$ cat config.mk
export PLATFORM = sky130hd
export DESIGN_NAME = mdu_iter
export DESIGN_NICKNAME = d
export VERILOG_FILES = /design/src/rtl/mdu_iter.sv
export SDC_FILE = /design/constraint.sdc
export NUM_CORES = 1
export LEC_CHECK = 0
export CAP_MARGIN = 0
export CORE_UTILIZATION = 57
export DETAILED_ROUTE_END_ITERATION = 16
export HOLD_SLACK_MARGIN = 0.03
export PLACE_DENSITY = 0.91
export SLEW_MARGIN = 20
export SYNTH_ARGS = -nofsm -noshare
export SYNTH_HDL_FRONTEND = slang
export SYNTH_SLANG_ARGS = --single-unit
$ cat constraint.sdc
create_clock -name clk -period 3.9 [get_ports clk]
set_input_delay 0.78 -clock clk [delete_from_list [all_inputs] [get_ports clk]]
set_output_delay 0.78 -clock clk [all_outputs]
set_load 0.02 [all_outputs]
$ cat src/rtl/mdu_iter.sv
// Iterative multiply/divide unit with architectural HI/LO registers.
// Define MDU_ACCUMULATE_EN to compile in the multiply-accumulate (ACC) state.
`ifndef W_FUNC
`define W_FUNC 2
`endif
`ifndef FUNC_MUL
`define FUNC_MUL 2'b01
`endif
`ifndef FUNC_DIV
`define FUNC_DIV 2'b10
`endif

module mdu_iter #(
    parameter int WIDTH = 32
) (
    input  logic               clk,
    input  logic               rst_n,
    input  logic               start,
    input  logic [`W_FUNC-1:0] func,
    input  logic               sign,
    input  logic [WIDTH-1:0]   src_a,
    input  logic [WIDTH-1:0]   src_b,
    input  logic [1:0]         acc,
    input  logic               flush,
    input  logic               hi_we,
    input  logic               lo_we,
    input  logic [WIDTH-1:0]   hi_wdata,
    input  logic [WIDTH-1:0]   lo_wdata,
    output logic [WIDTH-1:0]   hi,
    output logic [WIDTH-1:0]   lo,
    output logic               busy,
    output logic               done
);
    localparam int CW = $clog2(WIDTH);

`ifdef MDU_ACCUMULATE_EN
    typedef enum logic [2:0] {S_IDLE, S_PREP, S_CALC, S_ACC, S_DONE} state_t;
`else
    typedef enum logic [2:0] {S_IDLE, S_PREP, S_CALC, S_DONE} state_t;
`endif

    state_t             state_q, state_d;
    logic [CW-1:0]      cnt_q, cnt_d;
    logic [WIDTH-1:0]   m_q, m_d;
    logic [WIDTH-1:0]   p_hi_q, p_hi_d;
    logic [WIDTH-1:0]   p_lo_q, p_lo_d;
    logic [WIDTH-1:0]   hi_q, hi_d;
    logic [WIDTH-1:0]   lo_q, lo_d;
    logic               is_mul_q, is_mul_d;
    logic               sign_q, sign_d;
    logic               q_neg_q, q_neg_d;
    logic               r_neg_q, r_neg_d;
    logic               busy_q, busy_d;
    logic               done_q, done_d;

    logic [WIDTH:0]     mul_sum;
    logic [WIDTH:0]     div_trial;
    logic [2*WIDTH-1:0] prod_fix;
    logic [WIDTH-1:0]   hi_wr, lo_wr;
    logic               a_neg, b_neg;
    logic               acc_go;

`ifdef MDU_ACCUMULATE_EN
    logic [1:0]         acc_q, acc_d;
`else
    logic               unused_acc;
    assign unused_acc = ^acc;
`endif

    function automatic logic [WIDTH-1:0] cneg(input logic n, input logic [WIDTH-1:0] x);
        return n ? -x : x;
    endfunction

    function automatic logic [2*WIDTH-1:0] cneg2(input logic n, input logic [2*WIDTH-1:0] x);
        return n ? -x : x;
    endfunction

    always_comb begin
        state_d  = state_q;
        cnt_d    = cnt_q;
        m_d      = m_q;
        p_hi_d   = p_hi_q;
        p_lo_d   = p_lo_q;
        is_mul_d = is_mul_q;
        sign_d   = sign_q;
        q_neg_d  = q_neg_q;
        r_neg_d  = r_neg_q;
`ifdef MDU_ACCUMULATE_EN
        acc_d    = acc_q;
        acc_go   = is_mul_q && (acc_q == 2'b01 || acc_q == 2'b10);
`else
        acc_go   = 1'b0;
`endif
        hi_wr    = hi_we ? hi_wdata : hi_q;
        lo_wr    = lo_we ? lo_wdata : lo_q;
        hi_d     = hi_wr;
        lo_d     = lo_wr;
        a_neg    = sign_q & m_q[WIDTH-1];
        b_neg    = sign_q & p_lo_q[WIDTH-1];
        mul_sum  = {1'b0, p_hi_q} + (p_lo_q[0] ? {1'b0, m_q} : '0);
        div_trial = {p_hi_q, p_lo_q[WIDTH-1]} - {1'b0, m_q};
        prod_fix = cneg2(q_neg_q, {p_hi_q, p_lo_q});

        case (state_q)
            S_IDLE: begin
                if (start && (func == `FUNC_MUL || func == `FUNC_DIV)) begin
                    state_d  = S_PREP;
                    m_d      = src_a;
                    p_lo_d   = src_b;
                    is_mul_d = (func == `FUNC_MUL);
                    sign_d   = sign;
`ifdef MDU_ACCUMULATE_EN
                    acc_d    = acc;
`endif
                end
            end
            S_PREP: begin
                // Raw operands sit in m/p_lo; swap in magnitudes ordered for the op.
                if (is_mul_q) begin
                    m_d     = cneg(a_neg, m_q);
                    p_lo_d  = cneg(b_neg, p_lo_q);
                    q_neg_d = a_neg ^ b_neg;
                    r_neg_d = 1'b0;
                end else begin
                    m_d     = cneg(b_neg, p_lo_q);
                    p_lo_d  = cneg(a_neg, m_q);
                    q_neg_d = (a_neg ^ b_neg) && (p_lo_q != '0);
                    r_neg_d = a_neg;
                end
                p_hi_d  = '0;
                cnt_d   = CW'(WIDTH - 1);
                state_d = S_CALC;
            end
            S_CALC: begin
                if (is_mul_q) begin
                    p_hi_d = mul_sum[WIDTH:1];
                    p_lo_d = {mul_sum[0], p_lo_q[WIDTH-1:1]};
                end else if (!div_trial[WIDTH]) begin
                    p_hi_d = div_trial[WIDTH-1:0];
                    p_lo_d = {p_lo_q[WIDTH-2:0], 1'b1};
                end else begin
                    p_hi_d = {p_hi_q[WIDTH-2:0], p_lo_q[WIDTH-1]};
                    p_lo_d = {p_lo_q[WIDTH-2:0], 1'b0};
                end
                if (cnt_q == '0) begin
`ifdef MDU_ACCUMULATE_EN
                    state_d = acc_go ? S_ACC : S_DONE;
`else
                    state_d = S_DONE;
`endif
                end else begin
                    cnt_d = cnt_q - 1'b1;
                end
            end
`ifdef MDU_ACCUMULATE_EN
            S_ACC: begin
                // Accumulated sum is already signed; park it with the sign flag cleared.
                {p_hi_d, p_lo_d} = (acc_q == 2'b01) ? ({hi_q, lo_q} + prod_fix)
                                                    : ({hi_q, lo_q} - prod_fix);
                q_neg_d = 1'b0;
                state_d = S_DONE;
            end
`endif
            S_DONE: begin
                state_d = S_IDLE;
                if (is_mul_q) begin
                    {hi_d, lo_d} = prod_fix;
                end else begin
                    hi_d = cneg(r_neg_q, p_hi_q);
                    lo_d = cneg(q_neg_q, p_lo_q);
                end
            end
            default: state_d = S_IDLE;
        endcase

        if (flush) begin
            state_d = S_IDLE;
            hi_d    = hi_wr;
            lo_d    = lo_wr;
        end
        busy_d = (state_d != S_IDLE);
        done_d = (state_d == S_DONE);
    end

    always_ff @(posedge clk or negedge rst_n) begin
        if (!rst_n) begin
            state_q  <= S_IDLE;
            cnt_q    <= '0;
            m_q      <= '0;
            p_hi_q   <= '0;
            p_lo_q   <= '0;
            hi_q     <= '0;
            lo_q     <= '0;
            is_mul_q <= 1'b0;
            sign_q   <= 1'b0;
            q_neg_q  <= 1'b0;
            r_neg_q  <= 1'b0;
            busy_q   <= 1'b0;
            done_q   <= 1'b0;
`ifdef MDU_ACCUMULATE_EN
            acc_q    <= 2'b00;
`endif
        end else begin
            state_q  <= state_d;
            cnt_q    <= cnt_d;
            m_q      <= m_d;
            p_hi_q   <= p_hi_d;
            p_lo_q   <= p_lo_d;
            hi_q     <= hi_d;
            lo_q     <= lo_d;
            is_mul_q <= is_mul_d;
            sign_q   <= sign_d;
            q_neg_q  <= q_neg_d;
            r_neg_q  <= r_neg_d;
            busy_q   <= busy_d;
            done_q   <= done_d;
`ifdef MDU_ACCUMULATE_EN
            acc_q    <= acc_d;
`endif
        end
    end

    assign hi   = hi_q;
    assign lo   = lo_q;
    assign busy = busy_q;
    assign done = done_q;

endmodule

==> impl_metrics.csv, run 1 <==
group,metric,value,unit
pwr,ir_drop,0.279,mV
sta,tns,0,ns
route,drc,0,
critical_path,max_stage_delay,0.55,ns
floorplanning,pin_count,205,
sta,worst_slew_pin_slew,1.10,ns
critical_path,timing_worst_setup_path_type,"reg -> reg",
sta,finalSetupViolCount,0,
finish,area_delta_synth_final,19.3,%
global_routing,grt_max_degree,129,
route,wl_met3,6430,um
critical_path,start_kind,"flop",
critical_path,crit_path_top_delay_cell,"or4b_1",
finish,antenna_cells,0,
route,wl_met1,23600,um
sta,drv_slew,0,
sta,clock.fmax,268,MHz
logic_synthesis,syn_inst,2000,
global_routing,antenna_found_initial,0,
clock_network,cts_root_buf,"clkbuf_16",
clock_network,clock-sinks,174,
route,vias_per_cell,6.59,
floorplanning,start_util,58.0,%
finish,num-fill-cells,2228,
placement,hpwl,42300,um
logic_synthesis,synth_fp_nets,2210,
logic_synthesis,ys_ff_latch,174,
critical_path,end_kind,"flop",
sta,fin_crit_sh,95.6,%
placement,numPortBuffers,202,
sta,setup_ws,0.171,ns
clock_network,h-tree-depth,4,
logic_synthesis,ys_warn_count,0,
critical_path,cpMostUsedCell,"a21oi_1",
floorplanning,num_rows,60,
finish,final_util,69.1,%
critical_path,path_cells,"inv_1, ha_1, or4b_1, nand3b_1, nor4_4, a21oi_1, nor3_2, nor4b_2, a21oi_1, xnor2_1, a21oi_1",
floorplanning,core,26900,sq um
clock_network,clkLatencyLatePin,0.45,ns
logic_synthesis,synth_top_cell_area_share,28.0,%
sta,clock_skew,0.0206,ns
clock_network,cts_buffers,17,
critical_path,cp.arrival,4.03,ns
global_routing,grt_pass1_wl,87700,um
global_routing,grt_use_total,40.0,%
route,num_vias,16452,
sta,rsz0062_at_grt,"false",
worst_hold_path,hold_class,"in -> async",
logic_synthesis,syn-cell-area,15600,sq um
clock_network,cts_buffer_depth,2,
logic_synthesis,ys_seq_area_share,28.0,%
logic_synthesis,asyncSetResetFlopFracSynth,100,%
route,wl_per_cell,22.5,um
logic_synthesis,synth-edff-count,0,
global_routing,grt_overflow,0,
pwr,p_leak,7.94,nW
floorplanning,fp.dieW,167,um
route,met2_length,24200,um
critical_path,worstPathRequired,4.20,ns
logic_synthesis,synth_ff_type,"dfrtp_1",
sta,period_needed,3.73,ns
logic_synthesis,syn_avg_cell_area,7.79,sq um
route,dr.pass1.iters,6,
sta,slew_headroom,26.4,%
floorplanning,die_area,28000,sq um
clock_network,clk_pin_slew_worst_paths,0.09,ns
logic_synthesis,yosys.area.top_type,"dfrtp_1",
flow_run,maxCapViolations,0,
route,drtIter0Drc,1986,
logic_synthesis,synth_area_leaders,"dfrtp_1, mux2i_1, xnor2_1",
placement,gp_congestion,0.999,
finish,final_nets,2352,
floorplanning,die_h,167,um
clock_network,cts_hold_buf,0,
placement,post-place-ws,0.0979,ns
route,drtAntennaViolNets,0,
status,status,"finished, final reports clean",
route,topRoutingLayerUsed,"met4",
finish,layout-drive-gt1-share,5.75,%
sta,finalHoldViolCount,0,
route,postRouteWirelength,56200,um
clock_network,cts_tree,"yes",
critical_path,critPathMaxFanout,9,
pwr,powerDensity,531,nW/um^2
global_routing,first_global_vias,15706,
logic_synthesis,ys_types,76,
==> power by group <==
part / switching [mW] / internal (mW) / total, mW
combinational: 3.19 / 2.18 / 5.37
clock: 0.893 / 0.850 / 1.74
sequential: 0.617 / 2.14 / 2.76
total: 4.70 / 5.17 / 9.88
==> synthesized netlist by cell type, types with 17 or more instances <==
cell,number
nand2_1,222
a21oi_1,178
nor2_1,175
dfrtp_1,174
o21ai_0,173
mux2i_1,114
clkbuf_1,113
xnor2_1,110
ha_1,69
inv_1,65
xor2_1,63
a211oi_1,38
a21o_1,36
nor3_1,35
a31oi_1,34
o211ai_1,27
nor2b_1,24
nand3_1,23
buf_1,21
o21ai_1,21
or3_1,21
o221ai_1,19
o31ai_1,19
a22oi_1,17
==> state kept, by name (all words and copies together) (netlist names), 3 cells and up <==
register	count
hi	32
lo	32
p_hi_q	32
state_q	3
m_q	32
cnt_q	5
p_lo_q	32
==> cells in the final DEF, fill, tap and decap left out, types with 23 or more instances in the layout <==
master           instances
xor2_1                  63
inv_1                   65
nand2_1                221
nor3_1                  34
o211ai_1                27
nor2b_1                 24
buf_4                   61
a31oi_1                 34
a21o_1                  36
o21ai_0                173
dfrtp_1                173
ha_1                    69
a21oi_1                178
nor2_1                 174
clkdlybuf4s50_1        199
xnor2_1                110
a211oi_1                38
nand3_1                 23
mux2i_1                114
==> kinds of logic after synthesis <==
logic type | share of synthesized area (%)
buffers and inverters | 5.12
adder cells (fa/ha/maj) | 5.80
AND/OR/NAND/NOR | 18.2
other | 0.0241
multiplexers | 7.54
XOR/XNOR | 9.73
AO/OA/AOI/OAI | 25.6
flip-flops | 28.0
==> final cells by class <==
cell class | instances | area [sq um] | area share, %
Timing Repair Buffer | 267 | 2550 | 13.7
Tap cell | 341 | 427 | 2.30
Clock buffer | 19 | 433 | 2.33
Clock inverter | 13 | 121 | 0.653
Multi-Input combinational cell | 1617 | 10400 | 56.2
Sequential cell | 174 | 4360 | 23.5
Inverter | 65 | 244 | 1.31
==> worst max-delay path, delay by kind of cell, from the launching register on <==
family	cells	cell delay (ns)
AO/OA/AOI/OAI	3	0.52
XOR/XNOR	1	0.20
adder cells (fa/ha/maj)	1	0.31
buffers and inverters	1	0.28
flip-flops	1	0.38
AND/OR/NAND/NOR	5	1.89
==> per-stage QoR <==
step / hold WS (ns) / cells / power, mW / area, sq um
2_1_floorplan: 0.456 / 2000 / 6.26 / 15600
3_3_place_gp: 0.476 / 2463 / 7.86 / 18000
3_5_place_dp: 0.504 / 2463 / 7.94 / 18000
4_1_cts: 0.370 / 2495 / 9.68 / 18600
5_1_grt: 0.369 / 2496 / 10.4 / 18600
6_report: 0.307 / 2496 / 9.88 / 18600
==> timing repair <==
action                                  in CTS  in global routing
endpoints found under the setup margin       0                  6
resized for setup                            0                  0
setup buffers                                0                  1
==> path summary, 6_finish.rpt <==
check | endpoint | cells past startpoint | slack [ns] | start
max reg2reg | hi[30]$_DFF_PN0_ | 11 | 0.17 | p_lo_q[0]$_DFFE_PN0P_
min | done$_DFF_PN0_ | 1 | 0.31 | rst_n
max in group asynchronous | p_hi_q[6]$_DFFE_PN0N_ | 2 | 2.68 | rst_n
max | hi[30]$_DFF_PN0_ | 11 | 0.17 | p_lo_q[0]$_DFFE_PN0P_
min reg2reg | cnt_q[4]$_DFFE_PN0P_ | 1 | 0.51 | cnt_q[4]$_DFFE_PN0P_
min in group clk | cnt_q[4]$_DFFE_PN0P_ | 1 | 0.51 | cnt_q[4]$_DFFE_PN0P_
==> per-layer routing <==
metal  global-route usage (%)  vias up
met3                     8.51      152
li1                         -     7478
met4                     15.1        0
met1                     55.7     7820
met2                     60.9     1002
met5                        0        -
No activity file was read; power rests on OpenSTA's default activity.
==> inputs of run 2 (changes only) <==
--- a/config.mk
+++ b/config.mk
@@ -6,11 +6,12 @@
 export NUM_CORES = 1
 export LEC_CHECK = 0
 export CAP_MARGIN = 0
-export CORE_UTILIZATION = 57
+export CORE_UTILIZATION = 30
 export DETAILED_ROUTE_END_ITERATION = 16
 export HOLD_SLACK_MARGIN = 0.03
-export PLACE_DENSITY = 0.91
+export PLACE_DENSITY = 0.58
 export SLEW_MARGIN = 20
 export SYNTH_ARGS = -nofsm -noshare
 export SYNTH_HDL_FRONTEND = slang
 export SYNTH_SLANG_ARGS = --single-unit
+export TNS_END_PERCENT = 30
==> run 2 against run 1 <==
Against the previous run:
- sequential power is essentially flat
- cell count increased by 14%
- first-iteration DRC count is 27% lower
- largest power group unchanged
- final area up 3.1%
- power rose by 0.87%
- clock power about the same
==> impl_metrics.csv, run 2 (same netlist as run 1, synthesis figures left out) <==
group,metric,value,unit
critical_path,cp.arrival,4.08,ns
route,num_vias,15974,
global_routing,grt_use_total,23.4,%
clock_network,clock-sinks,174,
global_routing,grt_pass1_wl,95400,um
placement,gp_congestion,0.945,
route,topRoutingLayerUsed,"met5",
clock_network,cts_tree,"yes",
sta,finalSetupViolCount,0,
placement,hpwl,48300,um
sta,fin_crit_sh,95.5,%
pwr,p_int,5.26,mW
floorplanning,die_h,230,um
critical_path,worstPathRequired,4.25,ns
sta,rsz0062_at_grt,"false",
route,wl_per_cell,22.0,um
global_routing,grt_overflow,0,
route,drtAntennaViolNets,0,
sta,tns,0,ns
sta,hold_ws,0.277,ns
route,drtIter0Drc,1453,
route,drc,0,
pwr,p_leak,8.01,nW
sta,slew_headroom,32.9,%
floorplanning,pin_count,205,
critical_path,start_kind,"flop",
route,wl_met1,28900,um
pwr,p_switching,4.70,mW
sta,worst_slew_pin_slew,1.00,ns
placement,placed_area,18600,sq um
clock_network,cts_buffers,17,
clock_network,cts_buffer_depth,2,
critical_path,crit_buf_inv,2,
critical_path,path_delay_family,"simple AND/OR/NAND/NOR gates",
sta,clock.fmax,268,MHz
finish,layout-drive-gt1-share,6.58,%
finish,final_nets,2369,
worst_hold_path,hold_class,"in -> async",
critical_path,end_kind,"flop",
global_routing,grt_max_degree,129,
sta,drv_slew,0,
critical_path,max_stage_delay,0.56,ns
finish,final_util,37.4,%
placement,numPortBuffers,202,
route,wl_met3,3870,um
clock_network,h-tree-depth,4,
global_routing,antenna_found_initial,4,
critical_path,crit_path_top_delay_cell,"or4b_1",
critical_path,timing_worst_setup_path_type,"reg -> reg",
finish,area_delta_synth_final,23.0,%
sta,period_needed,3.72,ns
critical_path,r2r_slack,0.18,ns
finish,antenna_cells,0,
flow_run,maxCapViolations,0,
floorplanning,start_util,30.4,%
clock_network,clk_pin_slew_worst_paths,0.08,ns
floorplanning,die_area,52800,sq um
pwr,total_power,9.96,mW
finish,layout_commonest_cell,"nand2_1",
finish,final_cell_mix,"nand2_1, clkdlybuf4s50_1, a21oi_1, nor2_1",
finish,design_area,19200,sq um
status,status,"finished, final reports clean",
pwr,power_frac_clock,17.5,%
pwr,seqPwrFrac,27.6,%
critical_path,path_cells,"inv_1, ha_1, or4b_1, nand3b_1, nor4_4, buf_4, nand2_1, nor3_1, a21oi_1, or2_0, a221oi_1, nor2_1",
route,dr.pass1.iters,6,
clock_network,cts_hold_buf,0,
floorplanning,num_rows,83,
route,postRouteWirelength,62600,um
sta,finalHoldViolCount,0,
floorplanning,core,51300,sq um
floorplanning,fp.dieW,230,um
pwr,p_comb_share,54.9,%
pwr,powerDensity,520,nW/um^2
route,met2_length,27800,um
clock_network,cts_root_buf,"clkbuf_16",
pwr,sw_frac_of_total,47.2,%
pwr,ir_drop,0.360,mV
route,vias_per_cell,5.60,
global_routing,first_global_vias,15502,
critical_path,critPathMaxFanout,6,
clock_network,clkLatencyLatePin,0.47,ns
sta,clock_skew,0.0143,ns
-- run 2: power groups by stage --
stage / combinational (mW) / sequential [mW] / clock [mW]
floorplan: 3.74 / 2.52 / 0
global placement: 5.35 / 2.75 / 0
detailed placement: 5.36 / 2.76 / 0
CTS: 5.40 / 2.72 / 1.79
global route: 5.94 / 2.80 / 1.84
finish: 5.47 / 2.75 / 1.74
-- run 2: layout make-up --
class                           instances  area (sq um)
Clock inverter                          9          76.3
Inverter                               65           244
Sequential cell                       174          4360
Fill cell                            5362         32100
Tap cell                              680           851
Timing Repair Buffer                  284          2680
Clock buffer                           23           498
Multi-Input combinational cell       1617         10500
-- run 2: path summary, 6_finish.rpt --
check | startpoint | endpoint | cells after the start
worst max-delay path | p_lo_q[0]$_DFFE_PN0P_ | p_lo_q[30]$_DFFE_PN0P_ | 12
worst min-delay path | rst_n | cnt_q[1]$_DFFE_PN0P_ | 1
worst max register to register | p_lo_q[0]$_DFFE_PN0P_ | p_lo_q[30]$_DFFE_PN0P_ | 12
worst min register to register | cnt_q[4]$_DFFE_PN0P_ | cnt_q[4]$_DFFE_PN0P_ | 1
max in group asynchronous | rst_n | p_lo_q[11]$_DFFE_PN0P_ | 2
min in group clk | cnt_q[4]$_DFFE_PN0P_ | cnt_q[4]$_DFFE_PN0P_ | 1
-- run 2: what timing repair did --
action,in CTS,in global routing
endpoints found under the setup margin,0,1
setup buffers,0,0
gates resized for setup,0,1
-- run 2: routing by layer --
layer / vias up / global-route usage [%]
li1: 7509 / -
met1: 7800 / 32.2
met2: 573 / 36.4
met3: 88 / 4.18
met4: 4 / 8.86
met5: - / 0
-- run 2: worst register-to-register path: cells and delay by family (launching register included) --
family                     cells  cell delay [ns]
and+or+nand+nor                7             2.05
adders and majority gates      1             0.29
AOI/OAI and AO/OA              2             0.44
DFF                            1             0.38
buffers and inverters          2             0.44
-- run 2: through the flow --
stage / std cells / setup slack [ns]
floorplan: 2000 / 0.417
global placement: 2820 / 0.288
detailed placement: 2820 / 0.296
CTS: 2852 / 0.266
global route: 2852 / 0.0271
finish: 2852 / 0.175
==> inputs of run 3 (changes only) <==
--- a/config.mk
+++ b/config.mk
@@ -6,10 +6,11 @@
 export NUM_CORES = 1
 export LEC_CHECK = 0
 export CAP_MARGIN = 0
-export CORE_UTILIZATION = 30
+export CORE_MARGIN = 1.5
+export CORE_UTILIZATION = 55
 export DETAILED_ROUTE_END_ITERATION = 16
 export HOLD_SLACK_MARGIN = 0.03
-export PLACE_DENSITY = 0.58
+export PLACE_DENSITY = 0.89
 export SLEW_MARGIN = 20
 export SYNTH_ARGS = -nofsm -noshare
 export SYNTH_HDL_FRONTEND = slang
==> run 3 against run 2 <==
Against the previous run:
- clock power about the same
- core utilization up 30 points
- hold slack better by 0.11 ns
- combinational power about the same
- sequential cell count unchanged
- critical path depth unchanged
- final area down 2.4%
- register-to-register slack better by 0.02 ns
- routed wire length down 7.2%
- sequential power down 1%
- cell count down 11%
- largest cell class unchanged
==> impl_metrics.csv, run 3 (same netlist as run 1, synthesis figures left out) <==
group,metric,value,unit
status,status,"finished, final reports clean",
global_routing,grt_use_total,39.3,%
critical_path,worstPathRequired,4.22,ns
floorplanning,start_util,55.9,%
pwr,ir_drop,0.312,mV
floorplanning,core,27900,sq um
clock_network,cts_tree,"yes",
route,vias_per_cell,6.43,
clock_network,cts_root_buf,"clkbuf_16",
clock_network,cts_setup_buffers,0,
sta,clock_skew,0.0187,ns
finish,final_nets,2360,
sta,drv_slew,0,
floorplanning,fp.dieW,171,um
critical_path,end_kind,"flop",
clock_network,clkLatencyLatePin,0.45,ns
floorplanning,num_rows,61,
critical_path,timing_worst_setup_path_type,"reg -> reg",
clock_network,h-tree-depth,4,
worst_hold_path,hold_class,"in -> async",
global_routing,antenna_found_initial,0,
finish,design_area,18700,sq um
pwr,p_leak,7.99,nW
sta,rsz0062_at_grt,"false",
sta,slew_headroom,24.4,%
global_routing,first_global_vias,15343,
global_routing,grt_pass1_wl,87600,um
route,wl_per_cell,22.9,um
route,drtIter0Drc,1827,
placement,numPortBuffers,202,
route,drtAntennaViolNets,0,
critical_path,critPathMaxFanout,6,
placement,gp_congestion,1.01,
finish,antenna_cells,0,
clock_network,cts_buffers,17,
finish,area_delta_synth_final,20.1,%
sta,tns,0,ns
route,postRouteWirelength,58100,um
flow_run,maxCapViolations,0,
clock_network,cts_hold_buf,0,
clock_network,cts_buffer_depth,2,
finish,final_cell_mix,"nand2_1, clkdlybuf4s50_1, a21oi_1",
pwr,powerDensity,532,nW/um^2
sta,worst_slew_pin_slew,1.13,ns
route,drc,0,
clock_network,clk_pin_slew_worst_paths,0.08,ns
global_routing,grt_max_degree,129,
finish,layout_commonest_cell,"nand2_1",
global_routing,grt_overflow,0,
pwr,total_power,9.95,mW
finish,num-fill-cells,2331,
sta,clock.fmax,270,MHz
sta,fin_crit_sh,94.9,%
floorplanning,die_h,171,um
floorplanning,die_area,29300,sq um
placement,placed_area,18100,sq um
sta,finalHoldViolCount,0,
sta,setup_ws,0.197,ns
route,num_vias,16342,
placement,post-place-ws,0.200,ns
sta,period_needed,3.70,ns
placement,hpwl,44300,um
route,dr.pass1.iters,6,
sta,finalSetupViolCount,0,
floorplanning,pin_count,205,
finish,layout-drive-gt1-share,6.29,%
finish,final_util,67.2,%
critical_path,start_kind,"flop",
clock_network,clock-sinks,174,
critical_path,cp.arrival,4.02,ns
[run 3: repair_timing]
item                                    CTS  global route
hold endpoints to repair                  0             0
gates resized for setup                   0             3
endpoints found under the setup margin    0            17
[run 3: metal layers]
| layer | routed length (um) | global-route usage (%) | vias to the layer above | part of all wire, % |
|---|---|---|---|---|
| met4 | 2620 | 18.2 | 0 | 4.5 |
| li1 | - | - | 7484 | - |
| met1 | 24200 | 53.5 | 7714 | 42 |
| met2 | 24900 | 59.4 | 995 | 43 |
| met5 | 0 | 0 | - | 0 |
| met3 | 6370 | 8.54 | 149 | 11 |
[run 3: critical path, stage by stage (launching register included)]
cell	delay, ns
dfrtp_1	0.45
inv_1	0.13
ha_1	0.26
or4b_1	0.58
nand3b_1	0.33
nor4_4	0.39
buf_4	0.23
nand2_1	0.09
nor3_1	0.27
a21oi_1	0.19
or2_0	0.26
a221oi_1	0.31
nor2_1	0.09
[run 3: layout make-up]
cell class	instances	area (sq um)	area share, %
tap	378	473	2.53
sequential	174	4360	23.3
clock inverter	14	144	0.769
timing repair buffer	275	2600	13.9
clock buffer	18	439	2.35
multi-input combinational	1617	10500	55.9
inverter	65	244	1.30
[run 3: final timing paths]
path / from / endpoint / slack (ns) / cells past startpoint
max in group asynchronous: rst_n / is_mul_q$_DFFE_PN0P_ / 2.36 / 2
min in group clk: cnt_q[0]$_DFFE_PN0P_ / cnt_q[0]$_DFFE_PN0P_ / 0.50 / 1
worst min-delay path: rst_n / hi[10]$_DFF_PN0_ / 0.39 / 1
worst max-delay path: p_lo_q[1]$_DFFE_PN0P_ / p_lo_q[30]$_DFFE_PN0P_ / 0.20 / 12
worst max register to register: p_lo_q[1]$_DFFE_PN0P_ / p_lo_q[30]$_DFFE_PN0P_ / 0.20 / 12
worst min register to register: cnt_q[0]$_DFFE_PN0P_ / cnt_q[0]$_DFFE_PN0P_ / 0.50 / 1
[run 3: stage by stage]
stage / std cells / hold slack, ns
2_1_floorplan: 2000 / 0.456
3_3_place_gp: 2509 / 0.475
3_5_place_dp: 2509 / 0.498
4_1_cts: 2541 / 0.435
5_1_grt: 2541 / 0.456
6_report: 2541 / 0.386
[run 3: report_power, final]
| group | switching [mW] | leakage [nW] | internal, mW |
|---|---|---|---|
| registers | 0.566 | 2.10 | 2.14 |
| logic | 3.27 | 5.60 | 2.19 |
| clock network | 0.899 | 0.289 | 0.872 |
| total | 4.74 | 7.99 | 5.21 |
